[config.mk]
export PLATFORM = sky130hd
export DESIGN_NAME = pc_flags_unit
export DESIGN_NICKNAME = d
export VERILOG_FILES = /design/src/rtl/pc_flags_unit.sv
export SDC_FILE = /design/constraint.sdc
export NUM_CORES = 1
export LEC_CHECK = 0
export BUFFER_PORTS_ARGS = -buffer_cell sky130_fd_sc_hd__buf_2
export CAP_MARGIN = 20
export CELL_PAD_IN_SITES_DETAIL_PLACEMENT = 0
export CELL_PAD_IN_SITES_GLOBAL_PLACEMENT = 1
export CORE_MARGIN = 2
export CORE_UTILIZATION = 30
export CTS_CLUSTER_DIAMETER = 50
export CTS_CLUSTER_SIZE = 25
export DETAILED_ROUTE_END_ITERATION = 7
export PLACE_DENSITY = 0.71
export SLEW_MARGIN = 40
export SYNTH_ARGS = -nofsm -noshare
export SYNTH_HDL_FRONTEND = slang
export SYNTH_SLANG_ARGS = --single-unit
[constraint.sdc]
create_clock -name clk -period 6.2 [get_ports clk]
set_input_delay 0.62 -clock clk [delete_from_list [all_inputs] [get_ports clk]]
set_output_delay 0.62 -clock clk [all_outputs]
set_load 0.02 [all_outputs]
[src/rtl/pc_flags_unit.sv]
// Architectural PC and status flags with condition evaluation.
// Produces the next fetch address, the link value and a one-cycle redirect pulse.
module pc_flags_unit #(
    parameter int                ADDR_W   = 16,
    parameter logic [ADDR_W-1:0] RESET_PC = '0,
    parameter int                DISP_W   = 8
) (
    input  logic              clk,
    input  logic              reset,
    input  logic              PCe,
    input  logic              npc_ctrl,
    input  logic              is_jump,
    input  logic [3:0]        cond,
    input  logic [DISP_W-1:0] disp,
    input  logic [ADDR_W-1:0] jtarget,
    input  logic              flagsEn,
    input  logic [4:0]        alu_flags,
    output logic [ADDR_W-1:0] pc,
    output logic [ADDR_W-1:0] link,
    output logic [4:0]        flags,
    output logic              taken,
    output logic              redirect
);

    logic              fc, fl, ff, fz, fn;
    logic [ADDR_W-1:0] disp_ext;
    logic [ADDR_W-1:0] pc_next;

    assign {fc, fl, ff, fz, fn} = flags;
    assign disp_ext = {{(ADDR_W-DISP_W){disp[DISP_W-1]}}, disp};
    assign link     = pc + ADDR_W'(1);

    // Condition is judged on the registered flags only.
    always_comb begin
        taken = 1'b0;
        unique case (cond)
            4'h0: taken = fz;
            4'h1: taken = !fz;
            4'h2: taken = fc;
            4'h3: taken = !fc;
            4'h4: taken = fl;
            4'h5: taken = !fl;
            4'h6: taken = fn;
            4'h7: taken = !fn;
            4'h8: taken = ff;
            4'h9: taken = !ff;
            4'hA: taken = !fl && !fz;
            4'hB: taken = fl || fz;
            4'hC: taken = !fn && !fz;
            4'hD: taken = fn || fz;
            4'hE: taken = 1'b1;
            4'hF: taken = 1'b0;
        endcase
    end

    always_comb begin
        pc_next = link;
        if (npc_ctrl && taken) begin
            pc_next = is_jump ? jtarget : pc + disp_ext;
        end
    end

    always_ff @(posedge clk or negedge reset) begin
        if (!reset) begin
            pc       <= RESET_PC;
            flags    <= '0;
            redirect <= 1'b0;
        end else begin
            if (PCe) begin
                pc <= pc_next;
            end
            if (flagsEn) begin
                flags <= alu_flags;
            end
            redirect <= PCe & npc_ctrl & taken;
        end
    end

endmodule

# Word level (Yosys, flattened, before mapping)
# Index checks and enable logic that the tools add are counted.
[word_totals]
reg_bits = 22
latch_bits = 0
mem_bits_rw = 0
mem_bits_ro = 0
word_cells = 36
n_memories = 0
[op_classes]
n_addsub = 2
multipliers = 0
n_div = 0
magnitude_cmp = 0
n_eq_ne = 15
shifts = 0
mux = 3
bitwise = 2
n_reduce_logical = 11
[op_table]
columns = ["op", "n"]
rows = [
  ["== test 4 bit (second input constant)", 8],
  ["two-way mux 16 bit", 2],
  ["adder 16 x 1 -> 16 bit (second input constant)", 1],
  ["adder 16 bit", 1],
  ["== test 4 x 3 -> 1 bit (second input constant)", 4],
  ["case mux 1 bit (16 select lines)", 1],
  ["== test 4 x 2 -> 1 bit (second input constant)", 2],
  ["zero test 1 bit", 5],
  ["== test 4 x 1 -> 1 bit (second input constant)", 1],
  ["zero test 4 bit", 1],
  ["logical AND 1 bit", 3],
  ["AND 1 bit", 2],
  ["logical OR 1 bit", 2],
]

# Logic depth before layout (Yosys ltp)
[depth]
depth_word = 5
depth_mapped = 9
depth_no_buf = 8

# Least setup slack after synthesis
# OpenSTA, ideal clock, no wires.
[synth_path]
path_type = "input-to-reg"
startpoint = "input disp[0]"
endpoint = "register pc[10]"
setup_ns = 0.086
t_arrival_ns = 2.516
t_required_ns = 6.114
slack_ns = 3.598
path_stages = 8
n_path_buf = 0
cell_sequence = "ha_1 > fa_1 > a21o_1 > a221oi_1 > o21bai_1 > xnor2_1 > o2111a_1 > nor3_1"
[synth_via]
elab_chain_cells = 3
[synth_lines]
columns = ["element", "line", "rtl"]
rows = [
  ["start, declared", "14", "input logic [DISP_W-1:0] disp,"],
  ["adder 16 bit", "59", "pc_next = is_jump ? jtarget : pc + disp_ext;"],
  ["two-way mux 16 bit", "59", ""],
  ["two-way mux 16 bit", "58", "if (npc_ctrl && taken) begin"],
  ["end signal, assigned", "70", "pc <= pc_next;"],
  ["end, declared", "18", "output logic [ADDR_W-1:0] pc,"],
]
# Every way passes these cells.
# A chain may end at the register's enable or synchronous reset.

# Final worst setup path
[layout_path]
startpoint = "register pc[3]"
endpoint = "output link[13]"
[layout_via]
elab_chain_cells = 1
[layout_lines]
columns = ["element", "line", "rtl"]
rows = [
  ["adder 16 x 1 -> 16 bit", "31", "assign link = pc + ADDR_W'(1);"],
  ["end, declared", "19", "output logic [ADDR_W-1:0] link,"],
]
# Every way passes these cells.

==> flow_metrics.tcl <==
set metrics [dict create \
    clkPwrFrac_pct 9.8 \
    p_comb_share_pct 65.2 \
    drv_cap 0 \
    area_delta_synth_final_pct 19.80 \
    antenna-diode-count 0 \
    ys_seq_elements 22 \
    ys_warn_count 0 \
    grt_usage_pct 16.28 \
    numPlacedInstances 456 \
    placeableCoreArea_um2 7807 \
    cts-buffers-inserted 3 \
    violation_count_after_the_first_detailed_routing_iteration 113 \
    synth-async-reset-ratio_pct 100.0 \
    grt_max_degree 33 \
    worstSetupPathType "register to output pin" \
    grt_antenna_before_repair 0 \
    yosys.area.top_type_share_pct 22.63 \
    syn_area_um2 2432 \
    synthesis.nets 347 \
    worst_pin_slew_ns 0.5767 \
    timing.critical_path.slowest_stage_cell "nor4_2" \
    ir_drop_mv 0.1928 \
    dominantRegCellSynth "dfrtp_1" \
    total_power_mw 1.100 \
    internal_power_mw 0.5350 \
    path_common_cell "nand3_1" \
    post_layout_cell_count 460 \
    die_y_um 94.05 \
    io_pins 78 \
    detail_route.drc_violations 0 \
    hold_violations 0 \
    seq_power_share_pct 25.0 \
    drt-wirelength-per-cell_um 15.47 \
    syn_inst 291 \
    htree_levels 1 \
    critical_path.endpoint_type "output pin" \
    first_global_vias 2336 \
    worst-endpoint-required_ns 5.58 \
    timing.slew.headroom_pct 61.24 \
    worst_slack_ns 3.357 \
    run_status "complete, no violations" \
    row_count 32 \
    synth.yosys.seq_area_share_pct 22.63 \
    cts-root-to-sink-buffers 2 \
    total_switching_power_mw 0.5655 \
    list_of_cells_traversed_by_the_critical_path "nand3_1, nor4_2, nand3_1, xnor2_1, buf_2" \
    tns_ns 0 \
    synth_top_area_cell "dfrtp_1" \
    critical_path.max_fanout 8 \
    swShare_pct 51.39 \
    synth_enable_flop_cells 0 \
    synth_cell_types 63 \
    cts.repair.resized 0 \
    clk_pin_slew_worst_paths_ns 0.09 \
    achievable-frequency_ghz 0.3518 \
    grt.overflow.total 0 \
    power.leakage_nw 1.321 \
    io_buffers 77 \
    place.gp.congestion 0.8851 \
    path_delay_family "simple AND/OR/NAND/NOR gates" \
    routed_wl_mm 7.116 \
    min_period_over_period_pct 45.85 \
    cts_root_buf "clkbuf_8" \
    detail-route-antenna-nets 0 \
    worstSkewPairLatency_ns 0.27 \
    startpoint_type "register" \
    cts_hold_buf 0 \
    cp.buffers_inverters 1 \
    floorplan.initialDensity_pct 31.15 \
    via_per_inst 5.370 \
    cts_setup_buffers 0 \
    grt_first_pass_wirelength_mm 11.47 \
    die-width_um 94.05 \
    number_of_iterations_in_the_first_detailed_routing_pass 6 \
    tritoncts "yes" \
    setup_repair_after_global_routing_missed_its_margin "false" \
    final_net_count 415 \
    detailroute.via_count 2470 \
    power_density_nw_per_um2 377.6 \
    worst_hold_path_type "primary input to async pin" \
    yosys-top-cells-area "dfrtp_1, ha_1, xnor2_1, a21oi_1, mux2i_1" \
    final_max_slew_viol_count 0 \
    clock_skew_ns 0.003983 \
    timing.final.crit_period_ns 2.843 \
    delay_of_the_slowest_cell_on_the_worst_path_ns 0.59 \
    regToRegSetupSlack_ns 3.44 \
    clkSinkCount 22 \
    setup-violations-final 0 \
    post-place-ws_ns 3.248 \
    dieArea_um2 8844 \
    post_route_cells_drive_above_1_share_pct 26.54 \
    critical_path_data_arrival_time_ns 2.22 \
    hpwl_detailed_mm 5.624 \
    postLayoutCoreUtil_pct 37.32 \
    postSynthAreaPerCell_um2 8.359 \
]
-- final cells by class --
class                           count  area (um2)
Timing Repair Buffer               77       385.4
Fill cell                         868        4893
Clock buffer                        4       55.05
Inverter                            8       30.03
Multi-Input combinational cell    247        1765
Tap cell                          102       127.6
Sequential cell                    22       550.5
-- stage by stage --
step | area [um2] | hold slack [ns]
3_3_place_gp | 2859 | 0.5416
5_1_grt | 2914 | 0.3510
3_5_place_dp | 2859 | 0.5533
2_1_floorplan | 2432 | 0.3244
4_1_cts | 2914 | 0.3335
6_report | 2914 | 0.3213
-- cell families (layout without fill, tap and decap cells) --
logic type	after synthesis	count (layout)	share of synthesized area, %
muxes	18	18	7.768
DFF	22	22	22.63
adders and majority gates	17	17	9.053
AOI/OAI and AO/OA	89	89	25.57
and+or+nand+nor	98	98	21.19
buffers and inverters	22	89	4.783
xor gates and xnor gates	25	25	9.002
-- registers in the layout, indices dropped and copies added (netlist names) --
signal    count
redirect      1
flags         5
pc           16
-- cells in the mapped netlist (2+ instances only) --
| library cell | count |
|---|---|
| o211ai_1 | 6 |
| a21o_1 | 8 |
| mux2_2 | 7 |
| nand3_1 | 14 |
| dfrtp_1 | 22 |
| or3_1 | 2 |
| a31oi_1 | 3 |
| nand4_1 | 6 |
| ha_1 | 16 |
| o2111ai_1 | 2 |
| a21oi_1 | 22 |
| o21a_1 | 2 |
| o2bb2ai_1 | 2 |
| mux2i_1 | 11 |
| o211a_1 | 2 |
| o311a_1 | 2 |
| inv_1 | 7 |
| or2_2 | 2 |
| a22oi_1 | 2 |
| nor2b_1 | 4 |
| nor4_1 | 2 |
| nor3_1 | 8 |
| buf_6 | 4 |
| nor2_1 | 17 |
| nand2_1 | 24 |
| o21bai_1 | 4 |
| o21ai_0 | 10 |
| and3_1 | 4 |
| o21ai_1 | 4 |
| clkbuf_1 | 6 |
| xnor2_1 | 14 |
| buf_2 | 2 |
| a211oi_1 | 2 |
| xor2_1 | 11 |
| a211o_1 | 2 |
| nand2b_1 | 6 |
| a221o_1 | 3 |
-- per-layer routing --
layer,global-route usage [%],part of all wire (%)
met3,2.648,4.8
met2,28.69,48
met1,21.25,46
met5,0,0
met4,2.536,1.0
-- cells in the final DEF, fill, tap and decap left out, types with 11 or more instances in the layout --
cell	n
mux2i_1	11
nand3_1	14
nor2_1	17
nand2_1	24
a21oi_1	22
xnor2_1	14
ha_1	16
xor2_1	11
dfrtp_1	22
buf_2	77
-- worst paths after layout --
path                       cells after the start                   end                  from
max                                            5              link[13]     pc[3]$_DFFE_PN0P_
min                                            1    redirect$_DFF_PN0_                 reset
max reg2reg                                    8    pc[10]$_DFFE_PN0P_     pc[0]$_DFFE_PN0P_
min reg2reg                                    1  flags[2]$_DFFE_PN0P_  flags[2]$_DFFE_PN0P_
max in group asynchronous                      1  flags[1]$_DFFE_PN0P_                 reset
min in group clk                               1  flags[2]$_DFFE_PN0P_  flags[2]$_DFFE_PN0P_
-- power groups by stage --
stage          Sequential (mW)  Clock, mW  Combinational (mW)
2_1_floorplan            0.303          0               0.483
3_3_place_gp             0.280          0               0.714
3_5_place_dp             0.281          0               0.719
4_1_cts                  0.277      0.110               0.723
5_1_grt                  0.287      0.117               0.794
6_report                 0.275      0.107               0.718
Note: power is estimated with default switching activity, not from simulation.
